File: src/rtl/pipe_ctrl_pkg.sv
// Shared types and defaults for the pipeline hazard/flush controller.
package pipe_ctrl_pkg;

  localparam int unsigned DEF_NUM_REGS = 8;
  localparam int unsigned DEF_REG_W    = 3;
  localparam int unsigned DEF_WB_LAT   = 2;
  localparam int unsigned DEF_CNT_W    = 16;

  typedef enum logic [1:0] {
    ST_RUN   = 2'd0,
    ST_STALL = 2'd1,
    ST_FLUSH = 2'd2
  } state_e;

  // Pipeline control bundle driven toward PC, IF/ID and ID/EX registers.
  typedef struct packed {
    logic pc_write;
    logic ifid_write;
    logic ifid_flush;
    logic idex_flush;
  } ctrl_t;

  localparam ctrl_t CTRL_RESET = '{pc_write: 1'b0, ifid_write: 1'b0, ifid_flush: 1'b1, idex_flush: 1'b1};
  localparam ctrl_t CTRL_RUN   = '{pc_write: 1'b1, ifid_write: 1'b1, ifid_flush: 1'b0, idex_flush: 1'b0};
  localparam ctrl_t CTRL_STALL = '{pc_write: 1'b0, ifid_write: 1'b0, ifid_flush: 1'b0, idex_flush: 1'b1};
  localparam ctrl_t CTRL_FLUSH = '{pc_write: 1'b1, ifid_write: 1'b1, ifid_flush: 1'b1, idex_flush: 1'b1};

  // Control bundle that corresponds to a given controller decision.
  function automatic ctrl_t ctrl_for(input state_e st);
    case (st)
      ST_STALL: ctrl_for = CTRL_STALL;
      ST_FLUSH: ctrl_for = CTRL_FLUSH;
      default:  ctrl_for = CTRL_RUN;
    endcase
  endfunction

endpackage

File: src/rtl/sat_counter.sv
// Event counter that sticks at all-ones instead of wrapping.
module sat_counter #(
  parameter int unsigned W = 16
) (
  input  logic         clk_i,
  input  logic         rst_n,
  input  logic         en_i,
  output logic [W-1:0] count_o
);

  // Increment on enable until the counter reaches its maximum.
  always_ff @(posedge clk_i or negedge rst_n) begin
    if (!rst_n) begin
      count_o <= '0;
    end else if (en_i && (count_o != '1)) begin
      count_o <= count_o + W'(1);
    end
  end

endmodule

File: src/rtl/hazard_scoreboard.sv
// RAW-hazard scoreboard and flush sequencer for the 5-stage pipeline.
module hazard_scoreboard
  import pipe_ctrl_pkg::*;
#(
  parameter int unsigned NUM_REGS = DEF_NUM_REGS,
  parameter int unsigned REG_W    = DEF_REG_W,
  parameter int unsigned WB_LAT   = DEF_WB_LAT,
  parameter int unsigned CNT_W    = DEF_CNT_W
) (
  input  logic                clk_i,
  input  logic                rst_n,
  input  logic                id_valid_i,
  input  logic [REG_W-1:0]    id_rs_i,
  input  logic [REG_W-1:0]    id_rt_i,
  input  logic                id_uses_rs_i,
  input  logic                id_uses_rt_i,
  input  logic [REG_W-1:0]    id_rd_i,
  input  logic                id_reg_write_i,
  input  logic                br_taken_i,
  output logic                pc_write_o,
  output logic                ifid_write_o,
  output logic                ifid_flush_o,
  output logic                idex_flush_o,
  output logic [NUM_REGS-1:0] busy_o,
  output logic [1:0]          state_o,
  output logic [CNT_W-1:0]    stall_cycles_o,
  output logic [CNT_W-1:0]    flush_count_o
);

  localparam int unsigned LAT_W = $clog2(WB_LAT + 1);

  logic [NUM_REGS-1:0] busy;
  logic                hazard;
  logic                issue;
  logic                stall_en;
  logic                flush_en;
  ctrl_t               ctrl;
  state_e              state;
  state_e              next_state;

  // A source only hazards when it is really read and its producer is still in flight.
  assign hazard = id_valid_i &
                  ((id_uses_rs_i & busy[id_rs_i]) |
                   (id_uses_rt_i & busy[id_rt_i]));

  // Decision per cycle: taken branch beats hazard beats normal issue.
  always_comb begin
    ctrl       = ctrl_for(ST_RUN);
    next_state = ST_RUN;
    stall_en   = 1'b0;
    flush_en   = 1'b0;
    issue      = 1'b0;
    if (!rst_n) begin
      ctrl = CTRL_RESET;
    end else if (br_taken_i) begin
      ctrl       = ctrl_for(ST_FLUSH);
      next_state = ST_FLUSH;
      flush_en   = 1'b1;
    end else if (hazard) begin
      ctrl       = ctrl_for(ST_STALL);
      next_state = ST_STALL;
      stall_en   = 1'b1;
    end else begin
      issue = id_valid_i & id_reg_write_i & (id_rd_i != '0);
    end
  end

  assign pc_write_o   = ctrl.pc_write;
  assign ifid_write_o = ctrl.ifid_write;
  assign ifid_flush_o = ctrl.ifid_flush;
  assign idex_flush_o = ctrl.idex_flush;

  // Informational state register tracking the last decision.
  always_ff @(posedge clk_i or negedge rst_n) begin
    if (!rst_n) begin
      state <= ST_RUN;
    end else begin
      state <= next_state;
    end
  end

  assign state_o = state;

  // Per-register countdown of cycles until the pending result is readable in ID.
  for (genvar r = 0; r < NUM_REGS; r++) begin : g_reg
    if (r == 0) begin : g_zero
      assign busy[r] = 1'b0;
    end else begin : g_trk
      logic [LAT_W-1:0] cnt;

      // Reload on issue (including WAW), otherwise drain toward zero every cycle.
      always_ff @(posedge clk_i or negedge rst_n) begin
        if (!rst_n) begin
          cnt <= '0;
        end else if (issue && (id_rd_i == REG_W'(r))) begin
          cnt <= LAT_W'(WB_LAT);
        end else if (cnt != '0) begin
          cnt <= cnt - LAT_W'(1);
        end
      end

      assign busy[r] = (cnt != '0);
    end
  end

  assign busy_o = busy;

  sat_counter #(.W(CNT_W)) u_stall_cnt (
    .clk_i   (clk_i),
    .rst_n   (rst_n),
    .en_i    (stall_en),
    .count_o (stall_cycles_o)
  );

  sat_counter #(.W(CNT_W)) u_flush_cnt (
    .clk_i   (clk_i),
    .rst_n   (rst_n),
    .en_i    (flush_en),
    .count_o (flush_count_o)
  );

endmodule

File: config.mk
export PLATFORM = sky130hd
export DESIGN_NAME = hazard_scoreboard
export DESIGN_NICKNAME = d
export VERILOG_FILES = /design/src/rtl/pipe_ctrl_pkg.sv /design/src/rtl/sat_counter.sv /design/src/rtl/hazard_scoreboard.sv
export SDC_FILE = /design/constraint.sdc
export NUM_CORES = 1
export LEC_CHECK = 0
export CORE_ASPECT_RATIO = 0.75
export CORE_MARGIN = 3
export CORE_UTILIZATION = 57
export DETAILED_ROUTE_END_ITERATION = 16
export DONT_BUFFER_PORTS = 1
export PLACE_DENSITY = 0.75
export RECOVER_POWER = 25
export SLEW_MARGIN = 20
export SYNTH_ARGS = -nofsm -noshare
export SYNTH_HDL_FRONTEND = slang
export SYNTH_HIERARCHICAL = 1
export SYNTH_SLANG_ARGS = --single-unit
export TNS_END_PERCENT = 50
File: constraint.sdc
create_clock -name clk_i -period 2.4 [get_ports clk_i]
set_input_delay 0.72 -clock clk_i [delete_from_list [all_inputs] [get_ports clk_i]]
set_output_delay 0.72 -clock clk_i [all_outputs]
set_load 0.05 [all_outputs]
After elaboration in Yosys (flattened, before gate mapping)
Index checks and enable logic that the tools add are counted.

cells by class
  add/subtract/negate cells = 9
  magnitude comparators = 2
  equal/unequal tests = 9
  muxes and demuxes = 32
  bitwise logic cells = 6
  reduce and logical (&&, ||, !) cells = 24

operators with widths
  kind                                                                    number
  16-bit by 1-bit adder with 16-bit output (second input constant)        2
  2-bit 2-to-1 mux                                                        16
  16-bit inequality test (second input constant)                          2
  2-bit nonzero test                                                      14
  2-bit by 1-bit subtractor with 2-bit output (second input constant)     7
  3-bit equality test (second input constant)                             4
  4-bit 2-to-1 mux                                                        3
  1-bit 2-to-1 mux                                                        11
  1-bit logical AND                                                       9
  3-bit by 4-bit < comparator with 1-bit output (second input constant)   2
  1-bit binary-select mux with 3-bit select                               2
  3-bit by 2-bit equality test with 1-bit output (second input constant)  2
  1-bit bitwise AND                                                       5
  3-bit by 1-bit equality test with 1-bit output (second input constant)  1
  3-bit nonzero test                                                      1
  1-bit bitwise OR                                                        1

storage, ports and cells
  bits in registers = 48
  bits of input ports = 16
  output and inout port bits = 46

Depth between registers and ports, before layout
Gate-level depths: netlist of run 1.

  depth after elaboration = 11
  mapped depth = 11

Hierarchy
Netlist of run 1, hierarchy kept.

by module, submodules not included
  module                      times used  cells each  area an instance (um^2)  seq. area each (um^2)
  hazard_scoreboard           1           114         1,069.8                  400.4
  sat_counter at u_flush_cnt  1           77          884.6                    400.4
  sat_counter at u_stall_cnt  1           72          859.6                    400.4

Worst setup path before layout of run 1
OpenSTA, ideal clock, no wires.

  path kind = input-to-output
  start = in id_rs_i[1]
  end = out pc_write_o
  data arrival time = 2.179 ns
  required time = 1.680 ns
  setup slack = -0.499 ns
  cell stages on the path = 6
  path buffers = 1
  path through = mux2i_1 > a211oi_2 > nor2_1 > o21ai_4 > o21a_1 > buf_4

between the ends
  longest elaborated chain between the ends = 8

ends and longest elaborated chain
  what                                       line                     source
  start: declaration                         hazard_scoreboard.sv:13  input logic [REG_W-1:0] id_rs_i,
  1-bit binary-select mux with 3-bit select  hazard_scoreboard.sv:43  ((id_uses_rs_i & busy[id_rs_i]) |
  1-bit 2-to-1 mux (not written as such)     hazard_scoreboard.sv:43
  1-bit bitwise AND                          hazard_scoreboard.sv:43
  1-bit bitwise OR                           hazard_scoreboard.sv:43
  1-bit bitwise AND                          hazard_scoreboard.sv:42  assign hazard = id_valid_i &
  4-bit 2-to-1 mux                           hazard_scoreboard.sv:59  end else if (hazard) begin
  4-bit 2-to-1 mux                           hazard_scoreboard.sv:55  end else if (br_taken_i) begin
  4-bit 2-to-1 mux                           hazard_scoreboard.sv:53  if (!rst_n) begin
  end: declaration                           hazard_scoreboard.sv:20  output logic pc_write_o,

Every way passes these cells. The select of a mux whose other input is x is not followed.

Worst setup path in the final report of run 1
  start = reg g_reg[5].g_trk.cnt[1]
  end = out ifid_write_o

between the ends
  longest elaborated chain between the ends = 9
  elaborated cells between the ends (all ways) = 12
  those cells by class = mux: 7; bitwise: 4; reduce/logical: 1

ends and longest elaborated chain
  what                                                                 line                                              source
  start: declaration                                                   hazard_scoreboard.sv:89                           logic [LAT_W-1:0] cnt;
  start signal: assignment                                             hazard_scoreboard.sv:96                           cnt <= LAT_W'(WB_LAT);
  start signal: assignment                                             hazard_scoreboard.sv:98                           cnt <= cnt - LAT_W'(1);
  2-bit nonzero test (*)                                               hazard_scoreboard.sv:102                          assign busy[r] = (cnt != '0);
  1-bit binary-select mux with 3-bit select, on equally long branches  hazard_scoreboard.sv:43, hazard_scoreboard.sv:44
  1-bit 2-to-1 mux, on equally long branches                           hazard_scoreboard.sv:43, hazard_scoreboard.sv:44
  1-bit bitwise AND, on equally long branches                          hazard_scoreboard.sv:43, hazard_scoreboard.sv:44
  1-bit bitwise OR (*)                                                 hazard_scoreboard.sv:43
  1-bit bitwise AND (*)                                                hazard_scoreboard.sv:42
  4-bit 2-to-1 mux (*)                                                 hazard_scoreboard.sv:59
  4-bit 2-to-1 mux (*)                                                 hazard_scoreboard.sv:55
  4-bit 2-to-1 mux (*)                                                 hazard_scoreboard.sv:53
  end: declaration                                                     hazard_scoreboard.sv:21                           output logic ifid_write_o,

Every way passes the cells marked *; elsewhere a longest branch is shown, timed or not. The select of a mux whose other input is x is not followed.

==> run metrics, run 1 <==
worst-path fanout max=4; DP Cell Count=370; final hold viol count=0; pre-CTS setup slack=-92.5 ps; worst-margin pin slew=about 610 ps; layout cell share with drive strength beyond 1=0.400; Root Buffer=clkbuf_8; Syn Inst Count=around 260; async set or reset register ratio after synthesis=1.00; CTS tree=yes; post-synth cell types=49; Worst-path clk slew=around 90 ps; I/O Buffers=0; Worst EP arrival=just under 2000 ps; post-route setup slack=-253 ps; register area share after synthesis=0.427; Post-synth top flop=dfrtp_1; skew final=5.17 ps; GRT Overall Usage=0.233; Seq cells post-synth=48; initial antenna violation count=0; Mapped Area=roughly 0.0028 mm²; Critical R2R Launch=g_reg[5].g_trk.cnt[1]; initial core utilization=0.612; YS warnings=6; CTS Buf Count=5; total number of vias=2364; Routed WL per cell=17.2 µm; Non-Filler Instances=slightly below 400; # diodes=0; Std-Cell Rows=21; Crit Path Class=flip-flop to output pin; Hold Path Class=primary input to async pin; Fill cells=approximately 280; vias in the first global route=2314; drt first pass iters=4; remaining antenna violation count=0; run status=finished with violations; Pleak=about 1.7 nW; most common cell after layout, fill and taps aside=buf_4; top cell type's share of synthesized area=0.427; drt first-iter violations=between 100 and 150; Mean Syn Cell Area=roughly 11 µm²; pin count of the biggest net entering global routing=52; I/O pin total=62; fin nets=between 300 and 400; min Tclk post-route=~2700 ps; drt drc=0; launch point of the critical path=g_reg[5].g_trk.cnt[1]; max frequency=about 0.38 GHz; worst-case clock buffer depth=2; grt ovf=0; reg2reg path depth=14; full die area=between 0.005 and 0.006 mm²; DIE WIDTH=87.1 µm; H-tree depth reported by CTS=2; Max Cap Viol=0; Crit. End Element=output pin; chip height=approximately 67 µm; power per cell area=roughly 1000 mW/mm²; first-pass GRT wire length=10.7 mm; syn nets=288; HPWL after detailed placement=around 4.7 mm; most frequent cells in the layout=68 x buf_4, 48 x dfrtp_1, 17 x nand4_1, 15 x inv_1, 15 x nor2_1; clock latency on the worst-skew pair=~290 ps; VDD IR max=924 µV; GPL Wtd Cong=about 0.8; final period utilization=1.11; core area=approximately 0.0046 mm²; final WL=roughly 6.8 mm; clk sinks=48; Post-synth EDFFs=0; Slew headroom=0.588; failing checks=setup timing; critical path launch point type=flip-flop; post-DR vias/cell=5.95; Synth-to-Final Area Change=31.4%; post-synth top area cell=dfrtp_1; Final Max Tran Viols=0; RSZ-0062 raised after global routing=true; CP required=1680 ps; Reg2Reg Setup Slack=-140 ps; FF-to-FF End=u_stall_cnt/count_o[15]; cells taking the most area after synthesis=dfrtp_1 43%, ha_1 4.0%, nand4_1 3.8%; setup violators final=7
## how the worst max path moves through the flow
| stage | end | cells past startpoint |
|---|---|---|
| 2_1_floorplan | pc_write_o | 6 |
| 3_3_place_gp | ifid_write_o | 6 |
| 3_5_place_dp | ifid_write_o | 6 |
| 4_1_cts | ifid_write_o | 8 |
| 5_1_grt | ifid_write_o | 8 |
| 6_report | ifid_write_o | 8 |
## power breakdown
group	switching [mW]	internal, mW	leakage [nW]
Sequential	0.146	1.02	0.624
Combinational	1.31	0.882	1.06
Clock	0.264	0.198	0.0400
Total	1.72	2.10	1.73
## synth_stat cells, types with 3 or more instances
cell / instances
and4_1: 3
mux2i_1: 7
a211o_1: 3
a31o_1: 3
o21ai_0: 5
ha_1: 9
a31oi_1: 8
nor2b_1: 5
xor2_1: 11
xnor2_1: 10
nor2_1: 19
inv_1: 22
nand3_4: 3
o21a_1: 9
nand4_1: 17
nor4_4: 3
nand2_1: 13
nor3_1: 3
dfrtp_1: 48
o221ai_2: 3
and3_1: 4
nand3_1: 10
a21oi_1: 6
nand2b_1: 5
## logic make-up after synthesis
kind of cell / share of synthesized area
simple gates: 0.249
fa+ha+maj: 0.0400
flops: 0.427
mux: 0.0396
buf+inv: 0.0360
compound gates: 0.142
xor+xnor: 0.0654
other cells: 0.00133
## metal layers
layer / GRT usage / wire length [µm] / up-vias
met1: 0.323 / 3080 / 1144
met5: 0 / 0 / -
met4: 0.0632 / 57 / 0
met2: 0.366 / 3160 / 93
met3: 0.0593 / 546 / 7
li1: - / - / 1120
## per-stage QoR
step	hold slack [ps]	power (mW)	instance area [µm²]	setup TNS, ps	utilization
6_report	108	3.82	3700	-884	0.804
5_1_grt	94.5	4.08	3700	-2380	0.804
4_1_cts	102	3.60	3490	-593	0.759
3_5_place_dp	426	2.97	3300	-329	0.717
3_3_place_gp	425	2.90	3300	-181	0.717
2_1_floorplan	424	2.49	2830	-697	-
## repair_timing
action / in CTS / in global routing
endpoints found under the setup margin: 4 / 12
pin swaps: 6 / 15
hold buffers: 0 / 0
gates resized for setup: 16 / 27
setup buffers: 8 / 12
## layout make-up
class                   instances  area, µm²  share of cell area
clock buffers                   5       68.8              0.0186
repair buffers                 73        584               0.158
multi-input cells             190       1680               0.454
well taps                      57       71.3              0.0193
inverters                      22       82.6              0.0223
clock inverters                 2       12.5             0.00338
flip-flops and latches         48       1200               0.325
## critical path, stage by stage (launching register included)
cell	delay, ps
dfrtp_1	400
inv_2	80
ha_4	140
mux2i_2	70
a221oi_2	300
nor2_2	90
o21ai_4	220
o21a_4	190
buf_12	140
## flip-flops by register name, indices dropped and copies added, names as in the netlist
signal               cells
g.g_trk.cnt             14
state_o                  2
u_flush_cnt/count_o     16
u_stall_cnt/count_o     16
(Power assumes the default switching activity.)
==> inputs of run 2 (changes only) <==
- RECOVER_POWER: 25 -> unset
==> results of run 2 <==
No change in the layout: final DEF, timing and power equal those of run 1.
==> RTL edit 1, RTL diff (settings of run 2) <==
`DEF_REG_W`: 3 -> 6.
--- a/src/rtl/pipe_ctrl_pkg.sv
+++ b/src/rtl/pipe_ctrl_pkg.sv
@@ -3,5 +3,5 @@
 
   localparam int unsigned DEF_NUM_REGS = 8;
-  localparam int unsigned DEF_REG_W    = 3;
+  localparam int unsigned DEF_REG_W    = 6;
   localparam int unsigned DEF_WB_LAT   = 2;
   localparam int unsigned DEF_CNT_W    = 16;
Ports: changed (resized id_rd_i, id_rs_i and id_rt_i); port bits go from 62 to 71. The function was not compared with the original's and may differ.
==> RTL edit 1 against run 2 <==
The run still ends with setup timing left. Clock skew up 0.0012 ns. Non-clock buffer count down 7. Count of clock-buffer cells in the layout up 1. Utilization down 3.0 points. Sequential cell count unchanged. Via count down 2.7%. Design area down 3.8%. Routed wire length down 2.3%. Synthesized area down 0.40%. Fmax down 11%. Worst setup slack worse by 0.32 ns. Critical path depth down 1. Total power down 2.9%. Critical endpoint unchanged.
==> RTL edit 1: results (changes against run 2) <==
----------------------------------------------------
[Power]
  Power in combinational cells ... 2.08 mW (was 2.19 mW)
  Worst IR Drop VDD ... 0.746 mV (was 0.924 mV)
  Reported leakage power ... 1.73 nW (about the same)
  Switching Fraction ... 0.445 (was 0.450)
  Sequential group share of total power ... 0.308 (was 0.306)

[STA]
  Total negative slack ... -5.57 ns (was -0.884 ns)
  Final setup viols ... 19 (was 7)
  Worst hold-check slack ... 0.112 ns (was 0.108 ns)
  Worst clock skew ... 0.00640 ns (was 0.00517 ns)
  Final critical-path setup slack ... -0.571 ns (was -0.253 ns)

[Layout]
  Proportion of layout cells with a drive suffix above 1 ... 0.368 (was 0.400)
  Number of fill cells in the layout ... 330 (was 278)
  Final std cells w/o fill ... 386 (was 397)
  Number of nets in the finished design ... 362 (was 365)

[Critical path]
  Register-to-register path setup slack ... -0.35 ns (was -0.14 ns)
  Arrival @ worst endpoint ... 2.25 ns (was 1.93 ns)
  Start point of the critical path ... g_reg[7].g_trk.cnt[0] (was g_reg[5].g_trk.cnt[1])
  Slowest CP cell ... mux4_2 (was dfrtp_1)
  Depth of the worst register-to-register path ... 13 (was 14)
  Critical path's largest stage delay ... 0.46 ns (was 0.40 ns)
  Kind of cell adding the most delay to the critical path ... compound AO/OA/AOI/OAI gates (unchanged)
  Maximum fanout encountered on the critical timing path ... 3 (was 4)

[Outcome]
  Run status ... complete, but fails checks (unchanged)
  Violations in the final reports ... setup timing (unchanged)

[Synth]
  Area share of xor/xnor cells in the synthesized design ... 0.0656 (was 0.0654)
  Sequential share of the synthesized area ... 0.429 (was 0.427)
  Synth top area cells ... dfrtp_1, ha_1, nand4_1 (unchanged)
  Synthesized Nets ... 294 (was 288)
  Main combinational cell family by area after synthesis ... simple AND/OR/NAND/NOR gates (unchanged)
  Synth Instances ... 260 (was 263)
  Mux contribution to synthesized area ... 0.0348 (was 0.0396)
  Fraction of the mapped netlist area in adder cells ... 0.0402 (was 0.0400)
  Post-synthesis compound-gate area fraction ... 0.142 (about the same)
  Most used standard cells in the synthesized netlist ... dfrtp_1, inv_1, nand4_1 (was dfrtp_1, inv_1, nor2_1)
  Post-synth cell types ... 51 (was 49)

[Global route]
  Number of global-route vias before repair ... 2,362 (was 2,314)
  GR Util All Layers ... 0.244 (was 0.233)

[CTS]
  Total of cells resized after clock tree synthesis ... 14 (was 16)
  Post-CTS setup repair buffer count ... 5 (was 8)

[Detailed routing]
  Routed wire length on met3 ... 382 um (was 546 um)
  Final routed wirelength across all metal layers ... 6.68 mm (was 6.84 mm)
  Wire length on met1 ... 2.99 mm (was 3.08 mm)
  Total number of vias ... 2,299 (was 2,364)
  DRC marker count from the first detailed-route iteration ... 139 (was 146)

[Place]
  Half-perimeter wire length of the detailed placement result ... 4.92 mm (was 4.74 mm)
  Final RePlAce weighted congestion ... 0.818 (was 0.801)

----------------------------------------------------
-- RTL edit 1: cell count changes after synthesis, moves of 4 or more --
cell | run 2 | this run
a21o_2 | 0 | 6
a21oi_1 | 6 | 13
mux2i_1 | 7 | 3
nor2_1 | 19 | 4
nor2b_1 | 5 | 0
-- RTL edit 1: area by class of cell --
type | count | area share
repair buffers | 66 | 0.147
well taps | 57 | 0.0200
multi-input cells | 183 | 0.444
clock buffers | 6 | 0.0232
inverters | 24 | 0.0253
flip-flops and latches | 48 | 0.337
clock inverters | 2 | 0.00281
-- RTL edit 1: how the worst max path moves through the flow --
stage                               to  slack [ns]  depth (start not counted)
final                     ifid_write_o       -0.57                          7
after global routing      ifid_write_o       -0.66                          6
after floorplan             pc_write_o       -0.61                          6
after global placement    ifid_write_o       -0.57                          4
after CTS                 ifid_write_o       -0.72                          6
after detailed placement  ifid_write_o       -0.58                          4
-- RTL edit 1: cells by family (layout without fill, tap and decap cells) --
kind of cell,after synthesis,count (layout)
other,1,1
XOR/XNOR,21,21
flip-flops,48,48
multiplexers,7,7
adder cells (fa/ha/maj),9,9
buffers and inverters,29,98
AND/OR/NAND/NOR,90,90
AO/OA/AOI/OAI,55,55
-- RTL edit 1: per-stage QoR --
stage / setup WS [ns] / utilization / power [mW] / instance area [um^2]
floorplan: -0.611 / - / 2.54 / 2840
global placement: -0.567 / 0.719 / 2.97 / 3310
detailed placement: -0.578 / 0.719 / 3.06 / 3310
CTS: -0.717 / 0.759 / 3.67 / 3490
global route: -0.659 / 0.774 / 3.95 / 3560
finish: -0.571 / 0.774 / 3.71 / 3560
-- RTL edit 1: routing by layer --
layer,up-vias,GRT usage
met5,-,0
met4,0,0.0603
met3,10,0.0532
met2,70,0.398
met1,1126,0.332
li1,1093,-
==> RTL edit 2, RTL diff (config.mk and constraints of run 2) <==
Made on the original files. Make the reset (`rst_n`) synchronous in 3 clocked blocks.
--- a/src/rtl/sat_counter.sv
+++ b/src/rtl/sat_counter.sv
@@ -10,5 +10,5 @@
 
   // Increment on enable until the counter reaches its maximum.
-  always_ff @(posedge clk_i or negedge rst_n) begin
+  always_ff @(posedge clk_i) begin
     if (!rst_n) begin
       count_o <= '0;
--- a/src/rtl/hazard_scoreboard.sv
+++ b/src/rtl/hazard_scoreboard.sv
@@ -72,5 +72,5 @@
 
   // Informational state register tracking the last decision.
-  always_ff @(posedge clk_i or negedge rst_n) begin
+  always_ff @(posedge clk_i) begin
     if (!rst_n) begin
       state <= ST_RUN;
@@ -90,5 +90,5 @@
 
       // Reload on issue (including WAW), otherwise drain toward zero every cycle.
-      always_ff @(posedge clk_i or negedge rst_n) begin
+      always_ff @(posedge clk_i) begin
         if (!rst_n) begin
           cnt <= '0;
Behaviour: differs if rst_n is asserted again (counterexample within 4 cycles, from zero or initial values and one cycle with rst_n low); with rst_n held inactive, the same outputs for 10 cycles.
==> RTL edit 2 against run 2 <==
The flow still finishes with violations (setup timing). Worst setup slack worse by 0.050 ns. Design area is 16% lower. Critical path type is now primary input to output port. Sequential cell count stayed put. Routed wire length is 4.3% lower. Non-clock buffer count is 25 lower. Synthesized area is 11% lower.
Power is not compared: it rests on default switching activity, and its combinational part moved more than twofold at a synthesized area within 25%.
==> RTL edit 2: results (changes against run 2) <==
----------------------------------------------------
[Critical path]
  Register-to-register path setup slack ... 0.02 ns (was -0.14 ns)
  Reg-to-reg endpoint ... u_stall_cnt/count_o[3] (was u_stall_cnt/count_o[15])
  Setup crit end ... pc_write_o (was ifid_write_o)
  Arrival @ worst endpoint ... 1.98 ns (was 1.93 ns)
  Depth of the worst register-to-register path ... 10 (was 14)
  Start point of the critical path ... id_rs_i[2] (was g_reg[5].g_trk.cnt[1])
  Nature of the critical path startpoint ... primary input (was flop)
  Critical R2R Launch ... g_reg[7].g_trk.cnt[0] (was g_reg[5].g_trk.cnt[1])

[Layout]
  Number of nets in the finished design ... 355 (was 365)
  Final std cells w/o fill ... 392 (was 397)
  Proportion of layout cells with a drive suffix above 1 ... 0.282 (was 0.400)
  Largest registers in the final layout ... u_flush_cnt/count_o (16), u_stall_cnt/count_o (16), g.g_trk.cnt (14) (unchanged)

[Synth]
  Synthesized Nets ... 309 (was 288)
  Post-synth cell types ... 45 (was 49)
  Syn avg cell area ... 8.64 um^2 (was 10.7 um^2)
  Synth top area cells ... dfxtp_1, a21oi_1, nand2_1 (was dfrtp_1, ha_1, nand4_1)
  Sequential share of the synthesized area ... 0.382 (was 0.427)
  Most used standard cells in the synthesized netlist ... dfxtp_1, nand2_1, a21oi_1 (was dfrtp_1, inv_1, nor2_1)
  Fraction of synthesis flops using an asynchronous set or reset pin ... 0 (was 1.00)

[Detailed routing]
  DRC marker count from the first detailed-route iteration ... 160 (was 146)
  Number of iterations in the first detailed-routing pass ... 5 (was 4)
  Routed len/inst ... 16.7 um (was 17.2 um)
  Routed wire length on met3 ... 551 um (was 546 um)
  Length of routed met2 wiring ... 2.98 mm (was 3.16 mm)
  Wire length on met1 ... 2.93 mm (was 3.08 mm)
  Total number of vias ... 2,420 (was 2,364)

[STA]
  Worst hold-check slack ... 0.421 ns (was 0.108 ns)
  Total negative slack ... -0.885 ns (was -0.884 ns)
  Final setup viols ... 3 (was 7)
  Relative max-transition margin ... 0.524 (was 0.588)
  Final critical-path setup slack ... -0.304 ns (was -0.253 ns)
  Worst clock skew ... 0.00590 ns (was 0.00517 ns)

[Global route]
  GR Util All Layers ... 0.250 (was 0.233)
  Maximum number of pins on one net before global-route repair ... 32 (was 52)
  Global-route wire length before repair ... 10.3 mm (was 10.7 mm)
  Number of global-route vias before repair ... 2,170 (was 2,314)

[CTS]
  Worst skew pair latency ... 0.31 ns (was 0.29 ns)
  Post-CTS setup repair buffer count ... 0 (was 8)
  H-tree depth ... 2 (unchanged)
  Clk Tree Root Cell ... clkbuf_8 (unchanged)

[Place]
  Half-perimeter wire length of the detailed placement result ... 4.58 mm (was 4.74 mm)
  Final RePlAce weighted congestion ... 0.884 (was 0.801)
  Place WS ... -0.327 ns (was -0.0925 ns)
  DP Area ... 2930 um^2 (was 3300 um^2)

[Hold path]
  Kind of path behind the tightest hold check ... flop to flop (was primary input to async pin)

[Outcome]
  Violations in the final reports ... setup timing (unchanged)
  Run status ... complete, but fails checks (unchanged)

----------------------------------------------------
-- RTL edit 2: changes by cell type after synthesis, moves of 9 or more --
cell,delta
nor3_1,+12
nand4_1,-11
a21oi_1,+17
or4_1,+10
nand2_1,+16
o31ai_1,+10
o21a_1,-9
xor2_1,-9
dfrtp_1,-48
dfxtp_1,+48
-- RTL edit 2: logic make-up after synthesis --
family | Yosys count | synth area share
adder cells (fa/ha/maj) | 2 | 0.00995
multiplexers | 7 | 0.0343
AND/OR/NAND/NOR | 137 | 0.323
other | 1 | 0.00149
buffers and inverters | 25 | 0.0468
AO/OA/AOI/OAI | 67 | 0.189
flip-flops | 48 | 0.382
XOR/XNOR | 4 | 0.0139
-- RTL edit 2: cell type report --
class / instances / area, um^2
clock inverter: 1 / 5.00
inverter: 16 / 60.1
multi-input combinational: 218 / 1580
fill: 323 / 1030
clock buffer: 6 / 72.6
sequential: 48 / 968
tap: 55 / 68.8
timing repair buffer: 48 / 364
-- RTL edit 2: timing repair --
item / CTS / global route
resized for setup: 3 / 27
setup endpoints to repair: 6 / 19
pin swaps: 2 / 6
-- RTL edit 2: power groups by stage --
stage	registers, mW	clock network, mW	logic [mW]
after detailed placement	0.826	0	0.109
after global routing	0.807	0.504	0.119
after floorplan	0.834	0	0.0879
after global placement	0.826	0	0.108
final	0.807	0.464	0.111
after CTS	0.807	0.467	0.109
-- RTL edit 2: routing by layer --
layer	global-route usage	vias up
met5	0	-
met4	0.0857	0
met3	0.0671	6
met2	0.379	71
met1	0.339	1156
li1	-	1187
-- RTL edit 2: worst max-delay path, stage by stage --
cell       delay, ns
or3b_1          0.34
o211a_1         0.14
o31a_1          0.27
a2bb2oi_4       0.16
o31a_4          0.35
